<file path="src/rtl/display_scheduler_if.sv">
// display_scheduler_if
//   Bundles the value-source, control and display-status signals shared
//   between the value producers and display_scheduler.
//   master : producer/control side (drives sources, enables, pause, alert)
//   slave  : display_scheduler side (drives the decoder value and LED status)
interface display_scheduler_if;
  logic [7:0] valor_0;
  logic [7:0] valor_1;
  logic [7:0] valor_2;
  logic [7:0] valor_3;
  logic [3:0] habilita;
  logic       pausa;
  logic       alerta;
  logic [1:0] alerta_idx;
  logic [7:0] valor_out;
  logic [1:0] sel_out;
  logic       blank;
  logic       overflow;
  logic       em_alerta;
  logic       slot_start;

  modport master (
    output valor_0, valor_1, valor_2, valor_3, habilita, pausa, alerta, alerta_idx,
    input  valor_out, sel_out, blank, overflow, em_alerta, slot_start
  );

  modport slave (
    input  valor_0, valor_1, valor_2, valor_3, habilita, pausa, alerta, alerta_idx,
    output valor_out, sel_out, blank, overflow, em_alerta, slot_start
  );
endinterface

</file>
<file path="src/rtl/display_scheduler.sv">
// display_scheduler
//   Time-shares one two-digit decimal display between four 8-bit sources.
//   Enabled sources are shown round-robin for TICK_DIV clocks each; pausa
//   freezes the current slot; an alerta pulse pre-empts the rotation and
//   holds alerta_idx for ALERT_SLOTS slots before resuming.
// Ports:
//   clk   : system clock, rising edge
//   rst_n : asynchronous active-low reset
//   bus   : display_scheduler_if.slave
//           in : valor_0..3, habilita, pausa, alerta, alerta_idx
//           out: valor_out (0..99), sel_out, blank, overflow, em_alerta,
//                slot_start
module display_scheduler #(
  parameter int unsigned TICK_DIV    = 50000000,
  parameter int unsigned ALERT_SLOTS = 3
) (
  input  logic                 clk,
  input  logic                 rst_n,
  display_scheduler_if.slave   bus
);

  localparam int unsigned CW  = $clog2(TICK_DIV);
  localparam int unsigned ACW = $clog2(ALERT_SLOTS + 1);

  typedef enum logic [1:0] {
    S_IDLE  = 2'd0,
    S_SHOW  = 2'd1,
    S_ALERT = 2'd2
  } state_t;

  state_t          r_state;
  logic [CW-1:0]   r_cnt;
  logic [ACW-1:0]  r_acnt;
  logic [1:0]      r_resume;
  logic            r_resume_vld;
  logic [1:0]      r_sel;
  logic [7:0]      r_val;
  logic            r_ovf;
  logic            r_slot_start;

  state_t          w_state_nxt;
  logic [1:0]      w_sel_nxt;
  logic            w_load;
  logic            w_cnt_clr;
  logic            w_cnt_inc;
  logic            w_acnt_clr;
  logic            w_acnt_inc;
  logic [1:0]      w_resume_nxt;
  logic            w_resume_vld_nxt;
  logic            w_tick_end;
  logic            w_alert_last;
  logic [7:0]      w_src;
  logic            w_over;
  logic [7:0]      w_val_ld;

  // Next enabled index after s, searching upward with wrap; s itself is the
  // last candidate so a lone enabled source re-selects itself. Walking k
  // downward lets the closest candidate overwrite the result last.
  function automatic logic [1:0] f_next_after(input logic [3:0] hab, input logic [1:0] s);
    logic [1:0] idx;
    f_next_after = s;
    for (int unsigned k = 4; k >= 1; k--) begin
      idx = s + 2'(k);
      if (hab[idx]) f_next_after = idx;
    end
  endfunction

  assign w_tick_end   = (r_cnt == CW'(TICK_DIV - 1));
  assign w_alert_last = (r_acnt == ACW'(ALERT_SLOTS - 1));

  // State / datapath register
  always_ff @(posedge clk or negedge rst_n) begin
    if (!rst_n) begin
      r_state      <= S_IDLE;
      r_cnt        <= '0;
      r_acnt       <= '0;
      r_resume     <= '0;
      r_resume_vld <= 1'b0;
      r_sel        <= '0;
      r_val        <= '0;
      r_ovf        <= 1'b0;
      r_slot_start <= 1'b0;
    end else begin
      r_state      <= w_state_nxt;
      r_resume     <= w_resume_nxt;
      r_resume_vld <= w_resume_vld_nxt;
      r_sel        <= w_sel_nxt;
      r_slot_start <= w_load;
      if (w_cnt_clr)      r_cnt <= '0;
      else if (w_cnt_inc) r_cnt <= r_cnt + CW'(1);
      if (w_acnt_clr)      r_acnt <= '0;
      else if (w_acnt_inc) r_acnt <= r_acnt + ACW'(1);
      if (w_load) begin
        r_val <= w_val_ld;
        r_ovf <= w_over;
      end
    end
  end

  // Next-state logic; alerta is checked first so it beats every other event.
  always_comb begin
    w_state_nxt      = r_state;
    w_sel_nxt        = r_sel;
    w_load           = 1'b0;
    w_cnt_clr        = 1'b0;
    w_cnt_inc        = 1'b0;
    w_acnt_clr       = 1'b0;
    w_acnt_inc       = 1'b0;
    w_resume_nxt     = r_resume;
    w_resume_vld_nxt = r_resume_vld;
    if (bus.alerta) begin
      w_state_nxt = S_ALERT;
      w_sel_nxt   = bus.alerta_idx;
      w_load      = 1'b1;
      w_cnt_clr   = 1'b1;
      w_acnt_clr  = 1'b1;
      // A restart during ALERT keeps the originally interrupted index.
      if (r_state != S_ALERT) begin
        w_resume_nxt     = r_sel;
        w_resume_vld_nxt = (r_state == S_SHOW);
      end
    end else begin
      unique case (r_state)
        S_IDLE: begin
          if (|bus.habilita) begin
            w_state_nxt = S_SHOW;
            w_sel_nxt   = f_next_after(bus.habilita, 2'd3);
            w_load      = 1'b1;
            w_cnt_clr   = 1'b1;
          end
        end
        S_SHOW: begin
          if (bus.habilita == 4'd0) begin
            w_state_nxt = S_IDLE;
          end else if (!bus.habilita[r_sel] || (w_tick_end && !bus.pausa)) begin
            w_sel_nxt = f_next_after(bus.habilita, r_sel);
            w_load    = 1'b1;
            w_cnt_clr = 1'b1;
          end else if (!bus.pausa) begin
            w_cnt_inc = 1'b1;
          end
        end
        S_ALERT: begin
          if (!w_tick_end) begin
            w_cnt_inc = 1'b1;
          end else if (!w_alert_last) begin
            w_acnt_inc = 1'b1;
            w_load     = 1'b1;
            w_cnt_clr  = 1'b1;
          end else begin
            w_cnt_clr = 1'b1;
            if (r_resume_vld && bus.habilita[r_resume]) begin
              w_state_nxt = S_SHOW;
              w_sel_nxt   = r_resume;
              w_load      = 1'b1;
            end else if (|bus.habilita) begin
              w_state_nxt = S_SHOW;
              w_sel_nxt   = r_resume_vld ? f_next_after(bus.habilita, r_resume)
                                         : f_next_after(bus.habilita, 2'd3);
              w_load      = 1'b1;
            end else begin
              w_state_nxt = S_IDLE;
            end
          end
        end
        default: w_state_nxt = S_IDLE;
      endcase
    end
  end

  // Source value for the slot being entered, clamped to two decimal digits.
  always_comb begin
    w_src = bus.valor_0;
    unique case (w_sel_nxt)
      2'd0: w_src = bus.valor_0;
      2'd1: w_src = bus.valor_1;
      2'd2: w_src = bus.valor_2;
      2'd3: w_src = bus.valor_3;
      default: w_src = bus.valor_0;
    endcase
  end

  assign w_over   = (w_src > 8'd99);
  assign w_val_ld = w_over ? 8'd99 : w_src;

  // Outputs
  always_comb begin
    bus.valor_out  = r_val;
    bus.sel_out    = r_sel;
    bus.blank      = (r_state == S_IDLE);
    bus.overflow   = r_ovf;
    bus.em_alerta  = (r_state == S_ALERT);
    bus.slot_start = r_slot_start;
  end

endmodule

</file>
<file path="src/flat_wrapper.sv">
// flat-port wrapper written by rule: the top's interface ports become plain ports
module display_scheduler_flat 
#(
  parameter int unsigned TICK_DIV    = 50000000,
  parameter int unsigned ALERT_SLOTS = 3
)
  (clk, rst_n, bus_valor_0, bus_valor_1, bus_valor_2, bus_valor_3, bus_habilita, bus_pausa, bus_alerta, bus_alerta_idx, bus_valor_out, bus_sel_out, bus_blank, bus_overflow, bus_em_alerta, bus_slot_start);
  display_scheduler_if bus_i ();
  input  logic clk;
  input  logic rst_n;
  input wire logic [$bits(bus_i.valor_0)-1:0] bus_valor_0;
  input wire logic [$bits(bus_i.valor_1)-1:0] bus_valor_1;
  input wire logic [$bits(bus_i.valor_2)-1:0] bus_valor_2;
  input wire logic [$bits(bus_i.valor_3)-1:0] bus_valor_3;
  input wire logic [$bits(bus_i.habilita)-1:0] bus_habilita;
  input wire logic [$bits(bus_i.pausa)-1:0] bus_pausa;
  input wire logic [$bits(bus_i.alerta)-1:0] bus_alerta;
  input wire logic [$bits(bus_i.alerta_idx)-1:0] bus_alerta_idx;
  output wire logic [$bits(bus_i.valor_out)-1:0] bus_valor_out;
  output wire logic [$bits(bus_i.sel_out)-1:0] bus_sel_out;
  output wire logic [$bits(bus_i.blank)-1:0] bus_blank;
  output wire logic [$bits(bus_i.overflow)-1:0] bus_overflow;
  output wire logic [$bits(bus_i.em_alerta)-1:0] bus_em_alerta;
  output wire logic [$bits(bus_i.slot_start)-1:0] bus_slot_start;
  assign bus_i.valor_0 = bus_valor_0;
  assign bus_i.valor_1 = bus_valor_1;
  assign bus_i.valor_2 = bus_valor_2;
  assign bus_i.valor_3 = bus_valor_3;
  assign bus_i.habilita = bus_habilita;
  assign bus_i.pausa = bus_pausa;
  assign bus_i.alerta = bus_alerta;
  assign bus_i.alerta_idx = bus_alerta_idx;
  assign bus_valor_out = bus_i.valor_out;
  assign bus_sel_out = bus_i.sel_out;
  assign bus_blank = bus_i.blank;
  assign bus_overflow = bus_i.overflow;
  assign bus_em_alerta = bus_i.em_alerta;
  assign bus_slot_start = bus_i.slot_start;
  display_scheduler #(.TICK_DIV(TICK_DIV), .ALERT_SLOTS(ALERT_SLOTS)) u_core (.clk(clk), .rst_n(rst_n), .bus(bus_i));
endmodule
</file>
<file path="config.mk">
export PLATFORM = sky130hd
export DESIGN_NAME = display_scheduler_flat
export DESIGN_NICKNAME = d
export VERILOG_FILES = /design/src/rtl/display_scheduler_if.sv /design/src/rtl/display_scheduler.sv /design/src/flat_wrapper.sv
export SDC_FILE = /design/constraint.sdc
export NUM_CORES = 1
export LEC_CHECK = 0
export BUFFER_PORTS_ARGS = -buffer_cell sky130_fd_sc_hd__buf_2
export CORE_AREA = 2 2 81 83
export CTS_BUF_LIST = sky130_fd_sc_hd__clkbuf_8
export CTS_CLUSTER_SIZE = 8
export DETAILED_ROUTE_END_ITERATION = 8
export DIE_AREA = 0 0 83 85
export PLACE_DENSITY_LB_ADDON = 0.08
export SYNTH_ARGS = -nofsm -noshare
export SYNTH_HDL_FRONTEND = slang
export SYNTH_SLANG_ARGS = --single-unit
</file>
<file path="constraint.sdc">
create_clock -name clk -period 3.7 [get_ports clk]
set_input_delay 0.37 -clock clk [delete_from_list [all_inputs] [get_ports clk]]
set_output_delay 0.37 -clock clk [all_outputs]
set_load 0.005 [all_outputs]
</file>
==> run metrics, run 1 <==
CTS buffer count=5; Layout area overhead=15.0%; Post-Synthesis Cells=325; routability cong.=roughly 0.80; vias per inst=roughly 5.6; 1st-iter DRT viols=102; Core Region=around 0.0062 mm²; Tcrit/Tclk final=0.931; Leakage Power=1.51 nW; synthesized flop and latch total=45; pin count of the biggest net entering global routing=between 40 and 50; via count=2563; Cells after DPL=around 450; H-tree lvl count=2; post-layout min period=between 3 and 4 ns; Yosys warnings=0; crit-path max FO=17; PD cells=444 mW/mm²; crit path DAT=~3.7 ns; number of global-route vias before repair=2392; CP endpoint kind=flip-flop; worst r2r path cells=11; drt pass-1 iters=4; final setup fails=0; Syn Nets=around 370; Synth area leaders=dfrtp_1 38%, nor2_1 5.5%, mux2i_1 5.0%; MaxCap Viol Count=0; worst slew pin tran=1.01 ns; Max Clock Skew=approximately 0.019 ns; RSZ-0062 raised after global routing=no; CTS clock-pin slew for the worst setup and hold paths=0.10 ns; layout filler cell count=a little under 600; TritonCTS clock tree=yes; Peak VDD IR=roughly 0.27 mV; Synth top area share=0.378; antenna diode count=0; clock buffer depth=2; # IOs=56; GRT Overall Usage=0.195; worst skew pair latency=0.30 ns; number of synthesized flops with an enable pin=0; FP Rows=29; layout cells sized above 1=0.236; chip width=83 µm; DRC viols=0; area of the multi-input gates=0.00172 mm²; final WL=6.66 mm; # nets final=424; initial antenna violation count=0; CP delay by family, top=simple AND/OR/NAND/NOR gates; CTS root buf=clkbuf_8; total gr overflow=0; Hold Crit Class=input port to asynchronous set/reset pin; CP Cell Sequence=ha_1, and3_1, nand3_1, or4_4, a31oi_4, a22oi_2, nor2_8, mux2i_1, mux2_1, a311o_1, a31oi_1; Detailed Place HPWL=4.93 mm; Port Buffers=55; Final Non-Filler Cells=about 450; WHS=0.225 ns; post-synth design cell area=0.00298 mm²; Synth Area per Inst=9.18 µm²; die area=around 0.0071 mm²; first-pass GRT wire length=11.4 mm; ys async rst share=1.00; register area share after synthesis=0.378; die height=85 µm; Post-synth top cells=45 x dfrtp_1, 44 x nor2_1, 20 x nand2_1; Critical Path Source Type=flip-flop; final hold violation count=0; outcome=complete, no violations; Synth Flop Type=dfrtp_1; register area=roughly 0.0011 mm²; # Post-CTS Setup Buffers=0; Data required, critical path=between 3 and 4 ns; total negative slack=0 ns; Num Clock Sinks=45; Max Freq=290 MHz; Worst Setup Path Type=flip-flop to flip-flop; final-report max-slew violation count=0; count leader, synth=dfrtp_1; CP max stage cell=or4_4; starting density of the core=0.481; largest area contributor in the netlist=dfrtp_1; Worst Path Buf+Inv=0; post-synthesis cell type count=63; relative max-transition margin=0.325; average wire per cell in the routed design=14.7 µm; slowest stage delay, CP=0.66 ns; DRT antenna net count=0; cell depth of the worst setup path=11
layer usage:
metal  global-route usage  routed length (µm)
met1                0.282                3260
met2                0.300                3080
met3               0.0360                 247
met4               0.0596                  73
met5                    0                   0
worst paths after layout:
check / endpoint / slack, ns / from
max: u_core.bus.valor_out[1]$_DFFE_PN0P_ / 0.26 / u_core.r_cnt[0]$_DFFE_PN0P_
min: u_core.r_cnt[19]$_DFFE_PN0P_ / 0.22 / rst_n
max reg2reg: u_core.bus.valor_out[1]$_DFFE_PN0P_ / 0.26 / u_core.r_cnt[0]$_DFFE_PN0P_
min reg2reg: u_core.bus.valor_out[7]$_DFFE_PN0P_ / 0.49 / u_core.bus.valor_out[7]$_DFFE_PN0P_
max in group asynchronous: u_core.bus.sel_out[1]$_DFF_PN0_ / 2.82 / rst_n
min in group clk: u_core.r_state[0]$_DFFE_PN0P_ / 0.39 / bus_alerta
worst reg2reg max path: stages (launching register included):
cell,delay (ns)
dfrtp_1,0.39
ha_1,0.18
and3_1,0.18
nand3_1,0.26
or4_4,0.67
a31oi_4,0.18
a22oi_2,0.14
nor2_8,0.33
mux2i_1,0.13
mux2_1,0.32
a311o_1,0.40
a31oi_1,0.17
through the flow:
step | util | worst slack, ns | cell area [µm²] | power [mW]
3_5_place_dp | 0.534 | 0.282 | 3310 | 1.16
3_3_place_gp | 0.534 | 0.417 | 3310 | 1.16
2_1_floorplan | - | 0.659 | 2980 | 1.00
6_report | 0.553 | 0.257 | 3430 | 1.52
5_1_grt | 0.553 | 0.0108 | 3430 | 1.63
4_1_cts | 0.552 | 0.271 | 3420 | 1.54
layout make-up:
| class | count | share of cell area |
|---|---|---|
| clock inverters | 3 | 0.0124 |
| well taps | 77 | 0.0281 |
| repair buffers | 59 | 0.0890 |
| clock buffers | 5 | 0.0201 |
| inverters | 19 | 0.0208 |
| flip-flops and latches | 45 | 0.328 |
| multi-input cells | 246 | 0.501 |
cells by family (layout without fill, tap and decap cells):
family,Yosys count,after routing,share of synthesized area
AOI/OAI and AO/OA,67,67,0.160
and+or+nand+nor,121,121,0.215
buffers and inverters,34,86,0.0482
adders and majority gates,6,6,0.0252
DFF,45,45,0.378
muxes,28,28,0.103
xor gates and xnor gates,24,24,0.0705
registers in the layout (all words and copies together) (netlist names):
| register | cells |
|---|---|
| u_core.r_cnt | 26 |
| u_core.bus.valor_out | 8 |
| u_core.bus.sel_out | 2 |
| u_core.r_acnt | 2 |
| u_core.r_resume | 2 |
| u_core.r_state | 2 |
| u_core.bus.overflow | 1 |
| u_core.bus.slot_start | 1 |
| u_core.r_resume_vld | 1 |
what timing repair did:
action | CTS | global route
resized for setup | 0 | 1
hold buffers | 0 | 0
endpoints found under the setup margin | 0 | 1
power by group:
part / total, mW / switching, mW / internal, mW
clock network: 0.371 / 0.171 / 0.200
registers: 0.631 / 0.0749 / 0.556
logic: 0.519 / 0.278 / 0.241
total: 1.52 / 0.524 / 0.997
placed cells by master, fill, tap and decap left out, types with 3 or more instances in the layout:
| cell | netlist | layout |
|---|---|---|
| a21oi_1 | 14 | 14 |
| a31oi_1 | 4 | 4 |
| and3_1 | 5 | 5 |
| and4_1 | 5 | 5 |
| buf_2 | 0 | 55 |
| buf_4 | 0 | 4 |
| clkbuf_8 | 0 | 5 |
| dfrtp_1 | 45 | 45 |
| ha_1 | 6 | 6 |
| inv_1 | 18 | 19 |
| mux2_2 | 10 | 10 |
| mux2i_1 | 15 | 15 |
| nand2_1 | 20 | 20 |
| nand2b_1 | 4 | 4 |
| nand3_1 | 7 | 7 |
| nand4_1 | 8 | 8 |
| nor2_1 | 44 | 44 |
| nor3_1 | 5 | 5 |
| nor4_1 | 5 | 4 |
| o2111ai_1 | 3 | 3 |
| o211ai_1 | 4 | 4 |
| o21ai_0 | 13 | 13 |
| o221ai_1 | 3 | 3 |
| o22ai_1 | 3 | 3 |
| xnor2_1 | 7 | 7 |
| xor2_1 | 17 | 17 |
Note: power is estimated with default switching activity, not from simulation.
==> run 2: changes to the inputs <==
==> constraint.sdc (replaced) <==
create_clock -name clk -period 3.33 [get_ports clk]
set_input_delay 0.333 -clock clk [delete_from_list [all_inputs] [get_ports clk]]
set_output_delay 0.333 -clock clk [all_outputs]
set_load 0.005 [all_outputs]
==> run 2 against run 1 <==
Routed wire length rose by 6.5%. Worst hold slack got worse by 0.033 ns. Non-clock buffer count rose by 20. Total power rose by 11%. Global-route usage rose by 0.66 points. Critical endpoint unchanged. Largest power group is now combinational logic.
==> run metrics, run 2 (synthesis gave the netlist of run 1 again) <==
Peak VDD IR=0.281 mV (+2.8%); number of global-route vias before repair=2455 (+2.6%); drt pass-1 iters=4 (unchanged); 1st-iter DRT viols=107 (+4.9%); clock network power share=0.191 (-0.053); # nets final=445 (+5.0%); CTS root buf=clkbuf_8; vias per inst=5.58 (-1.1%); layout filler cell count=590 (-1.2%); worst slew pin tran=0.985 ns (-0.0273 ns); reg-to-reg slack, setup=0.10 ns (-0.15 ns); Tcrit/Tclk final=0.969 (+0.0388); sw power=0.603 mW (+15%); Largest register FFs=26 (unchanged); die area=0.00706 mm² (unchanged); post-layout min period=3.23 ns (-0.215 ns); sw frac=0.356 (+0.0112); CTS clock-pin slew for the worst setup and hold paths=0.09 ns (about the same); PD cells=471 mW/mm² (+6.2%); Worst Setup Path Type=flip-flop to flip-flop; first-pass GRT wire length=11.8 mm (+3.3%); Critical Path Source Type=flip-flop; DRC viols=0 (unchanged); relative max-transition margin=0.344 (+0.0182); final-report max-slew violation count=0 (unchanged); die height=85 µm (unchanged); starting density of the core=0.481 (unchanged); TritonCTS clock tree=yes; most common cell after layout, fill and taps aside=buf_2; total gr overflow=0 (unchanged); Final Non-Filler Cells=475 (+4.6%); FP Rows=29 (unchanged); final hold violation count=0 (unchanged); CP endpoint kind=flip-flop; Max Freq=310 MHz (+6.7%); antenna diode count=0 (unchanged); CTS buffer count=5 (unchanged); GRT Overall Usage=0.202 (+0.00661); outcome=complete, no violations; Core Region=0.00620 mm² (unchanged); final WL=7.09 mm (+6.5%); crit-path max FO=5 (-12); H-tree lvl count=2 (unchanged); most frequent cells in the layout=55 x buf_2, 44 x nor2_1, 44 x dfrtp_1; Num Clock Sinks=45 (unchanged); routability cong.=0.858 (+7.9%); Cells after DPL=457 (+2.5%); largest reg by FF count=u_core.r_cnt; Hold Crit Class=input port to asynchronous set/reset pin; final setup fails=0 (unchanged); # IOs=56 (unchanged); layout cells sized above 1=0.281 (+0.0453); chip width=83 µm (unchanged); worst skew pair latency=0.30 ns (about the same); Port Buffers=55 (unchanged); initial antenna violation count=0 (unchanged); Layout area overhead=20.6%; Detailed Place HPWL=5.15 mm (+4.4%); Max Clock Skew=0.00803 ns (-0.0109 ns); hold buffer count at cts=0 (unchanged); Gate power share=0.405 (+0.064); Layout Utilization=0.580 (+0.0270); average wire per cell in the routed design=14.9 µm (+1.8%); clock buffer depth=2 (unchanged); Leakage Power=1.63 nW (+8.0%); pin count of the biggest net entering global routing=46 (unchanged); crit path DAT=3.40 ns (-0.26 ns); Data required, critical path=3.50 ns (-0.41 ns); via count=2652 (+3.5%); Int Power=1.09 mW (+9.5%); Flop pwr share=0.404 (-0.011); MaxCap Viol Count=0 (unchanged); DRT antenna net count=0 (unchanged); Tot Pwr=1.69 mW (+11%)
[run 2: per-layer routing]
metal  global-route usage  wire, µm
met1                0.289      3470
met4               0.0507        85
met5                    0         0
met2                0.321      3230
met3               0.0331       306
[run 2: cell type report]
type,instances,area (µm²),area share
inverter,19,71.3,0.0198
multi-input combinational,247,1750,0.487
clock buffer,5,68.8,0.0191
sequential,45,1130,0.313
tap,77,96.3,0.0268
timing repair buffer,79,468,0.130
clock inverter,3,15.0,0.00417
[run 2: worst max-delay path: stages (launching register included)]
cell	delay [ns]
dfrtp_1	0.44
nor4_2	0.32
nand4_2	0.18
or4_4	0.56
a31oi_4	0.18
a22oi_2	0.10
buf_4	0.17
nor2_4	0.20
buf_4	0.16
buf_4	0.13
mux2_2	0.33
o21ai_0	0.22
a31oi_1	0.12
[run 2: timing repair]
item | in CTS | in global routing
hold endpoints to repair | 0 | 0
buffers inserted | 0 | 9
resized for setup | 0 | 6
endpoints found under the setup margin | 0 | 8
[run 2: final timing paths]
check,cells past startpoint,start,to
max reg2reg,12,u_core.r_cnt[8]$_DFFE_PN0P_,u_core.bus.valor_out[1]$_DFFE_PN0P_
min,1,rst_n,u_core.r_cnt[20]$_DFFE_PN0P_
min in group clk,2,bus_alerta,u_core.r_acnt[0]$_DFFE_PN0P_
min reg2reg,2,u_core.bus.valor_out[7]$_DFFE_PN0P_,u_core.bus.valor_out[7]$_DFFE_PN0P_
max in group asynchronous,1,rst_n,u_core.r_cnt[10]$_DFFE_PN0P_
max,12,u_core.r_cnt[8]$_DFFE_PN0P_,u_core.bus.valor_out[1]$_DFFE_PN0P_
[run 2: power by group through the flow]
stage | clock [mW] | sequential, mW | combinational (mW)
after floorplan | 0 | 0.670 | 0.444
after global placement | 0 | 0.692 | 0.630
after detailed placement | 0 | 0.693 | 0.638
after CTS | 0.338 | 0.684 | 0.641
after global routing | 0.361 | 0.696 | 0.755
final | 0.323 | 0.685 | 0.687
[run 2: stage by stage]
step / setup WS, ns / hold WS [ns] / setup TNS (ns) / cell area (µm²)
global route: -0.0150 / 0.300 / -0.0339 / 3600
global placement: 0.162 / 0.482 / 0 / 3390
finish: 0.102 / 0.192 / 0 / 3600
detailed placement: 0.0509 / 0.484 / 0 / 3390
CTS: 0.0188 / 0.246 / 0 / 3480
floorplan: 0.289 / 0.0374 / 0 / 2980
==> run 3: changes to the inputs <==
--- a/config.mk
+++ b/config.mk
@@ -7,7 +7,7 @@
 export LEC_CHECK = 0
 export BUFFER_PORTS_ARGS = -buffer_cell sky130_fd_sc_hd__buf_2
 export CORE_AREA = 2 2 81 83
-export CTS_BUF_LIST = sky130_fd_sc_hd__clkbuf_8
+export CTS_BUF_LIST = sky130_fd_sc_hd__clkbuf_16
 export CTS_CLUSTER_SIZE = 8
 export DETAILED_ROUTE_END_ITERATION = 8
 export DIE_AREA = 0 0 83 85
==> run 3 against run 2 <==
Largest power group is now sequential cells. Maximum frequency rose by 0.62%. Highest routed layer unchanged. Sequential power barely moved. Utilization rose by 0.79 points. Worst setup slack improved by 0.020 ns. Register-to-register slack improved by 0.02 ns.
==> run metrics, run 3 (synthesis gave the netlist of run 1 again) <==
reg-to-reg startpoint=u_core.r_cnt[8]$_DFFE_PN0P_; Hold Crit Class=input port to asynchronous set/reset pin; final-report max-slew violation count=0 (unchanged); Data required, critical path=3.53 ns (+0.03 ns); area of the multi-input gates=0.00175 mm² (unchanged); Layout area overhead=22.2%; DRC viols=0 (unchanged); launch point of the worst path=u_core.r_cnt[8]$_DFFE_PN0P_; Detailed Place HPWL=5.15 mm (unchanged); Num Clock Sinks=45 (unchanged); pin count of the biggest net entering global routing=46 (unchanged); initial antenna violation count=0 (unchanged); DRT antenna net count=0 (unchanged); Core Region=0.00620 mm² (unchanged); Gate power share=0.371 (-0.034); # IOs=56 (unchanged); Critical Path Source Type=flip-flop; total negative slack=0 ns (unchanged); Port Buffers=55 (unchanged); # nets final=444 (-0.22%); most common cell after layout, fill and taps aside=buf_2; worst skew pair latency=0.28 ns (-0.02 ns); FP Rows=29 (unchanged); drt pass-1 iters=4 (unchanged); relative max-transition margin=0.336 (-0.00782); Design Area, Final=0.00365 mm² (+1.4%); CTS buffer count=5 (unchanged); die area=0.00706 mm² (unchanged); Layout Utilization=0.588 (+0.00786); average wire per cell in the routed design=15.1 µm (+1.2%); CP endpoint kind=flip-flop; Peak VDD IR=0.332 mV (+18%); TritonCTS clock tree=yes; sw power=0.621 mW (+3.0%); register area=0.00113 mm² (unchanged); CTS clock-pin slew for the worst setup and hold paths=0.06 ns (-0.03 ns); final WL=7.16 mm (+1.0%); H-tree lvl count=2 (unchanged); vias per inst=5.61 (+0.48%); number of global-route vias before repair=2482 (+1.1%); post-layout min period=3.21 ns (-0.0198 ns); chip width=83 µm (unchanged); hold buffer count at cts=0 (unchanged); crit path DAT=3.41 ns (about the same); 1st-iter DRT viols=93 (-13%); Placed Instance Area=0.00339 mm² (unchanged); Max Clock Skew=0.00426 ns (-0.00377 ns); final hold violation count=0 (unchanged); layout filler cell count=585 (-0.85%); sw frac=0.338 (-0.0183); routability cong.=0.858 (unchanged); GRT Overall Usage=0.204 (+0.00261); antenna diode count=0 (unchanged); layout cells sized above 1=0.280 (-0.00181); WHS=0.214 ns (+0.0221 ns); clock network power share=0.256 (+0.065); MaxCap Viol Count=0 (unchanged); Leakage Power=1.65 nW (+1.3%); most frequent cells in the layout=55 x buf_2, 44 x nor2_1, 44 x dfrtp_1; largest reg by FF count=u_core.r_cnt; outcome=complete, no violations; Flop pwr share=0.373 (-0.031); Int Power=1.22 mW (+12%); Largest register FFs=26 (unchanged); via count=2659 (+0.26%); CTS root buf=clkbuf_16; Tcrit/Tclk final=0.963 (-0.00595); worst slew pin tran=0.996 ns (+0.0117 ns); clock buffer depth=2 (unchanged); crit-path max FO=6 (+1); final setup fails=0 (unchanged); first-pass GRT wire length=11.9 mm (+0.70%); reg-to-reg slack, setup=0.12 ns (+0.02 ns); PD cells=504 mW/mm² (+7.1%); total gr overflow=0 (unchanged); Max Freq=312 MHz (+0.62%); starting density of the core=0.481 (unchanged); die height=85 µm (unchanged); Worst Setup Path Type=flip-flop to flip-flop
run 3: changes by cell type in the layout (fill, tap and decap cells not counted), sizes merged:
cell | before | now
buf | 79 | 78
run 3: critical path: stages, from the launching register on:
cell and delay [ns]:
dfrtp_1 0.43, nor4_2 0.32, nand4_2 0.18, or4_4 0.56, a31oi_4 0.18, a22oi_2 0.10
buf_4 0.16, nor2_4 0.21, mux2i_1 0.11, mux2_2 0.29, a311o_1 0.40, a31oi_1 0.17
run 3: stage by stage:
step / worst slack [ns] / power [mW] / instances
3_5_place_dp: 0.0509 / 1.33 / 457
5_1_grt: -0.0445 / 1.96 / 474
3_3_place_gp: 0.162 / 1.32 / 457
4_1_cts: 0.0274 / 1.81 / 465
6_report: 0.122 / 1.84 / 474
2_1_floorplan: 0.289 / 1.11 / 325
run 3: path summary, 6_finish.rpt:
| path | to | cells past startpoint |
|---|---|---|
| max | u_core.bus.valor_out[1]$_DFFE_PN0P_ | 11 |
| min | u_core.r_cnt[20]$_DFFE_PN0P_ | 1 |
| max reg2reg | u_core.bus.valor_out[1]$_DFFE_PN0P_ | 11 |
| min reg2reg | u_core.bus.valor_out[7]$_DFFE_PN0P_ | 2 |
| max in group asynchronous | u_core.r_cnt[10]$_DFFE_PN0P_ | 1 |
| min in group clk | u_core.r_acnt[1]$_DFFE_PN0P_ | 2 |
run 3: power by group through the flow:
stage / registers, mW / clock network (mW) / logic (mW)
2_1_floorplan: 0.670 / 0 / 0.444
3_3_place_gp: 0.692 / 0 / 0.630
3_5_place_dp: 0.693 / 0 / 0.638
4_1_cts: 0.685 / 0.486 / 0.642
5_1_grt: 0.697 / 0.512 / 0.750
6_report: 0.686 / 0.472 / 0.682
run 3: routing by layer:
layer,track usage,wire [µm],vias to the layer above
met5,0,0,-
li1,-,-,1324
met2,0.327,3290,61
met4,0.0671,141,0
met1,0.285,3420,1261
met3,0.0331,310,13
run 3: final cells by class:
cell class	instances	share of cell area
Clock buffer	5	0.0343
Inverter	19	0.0196
Tap cell	77	0.0264
Multi-Input combinational cell	247	0.480
Timing Repair Buffer	78	0.126
Clock inverter	3	0.00412
Sequential cell	45	0.309
run 3: repair_timing:
| action | CTS | global route |
|---|---|---|
| buffers inserted | 0 | 8 |
| gates resized for setup | 0 | 6 |
| endpoints found under the setup margin | 0 | 8 |
| hold endpoints to repair | 0 | 0 |
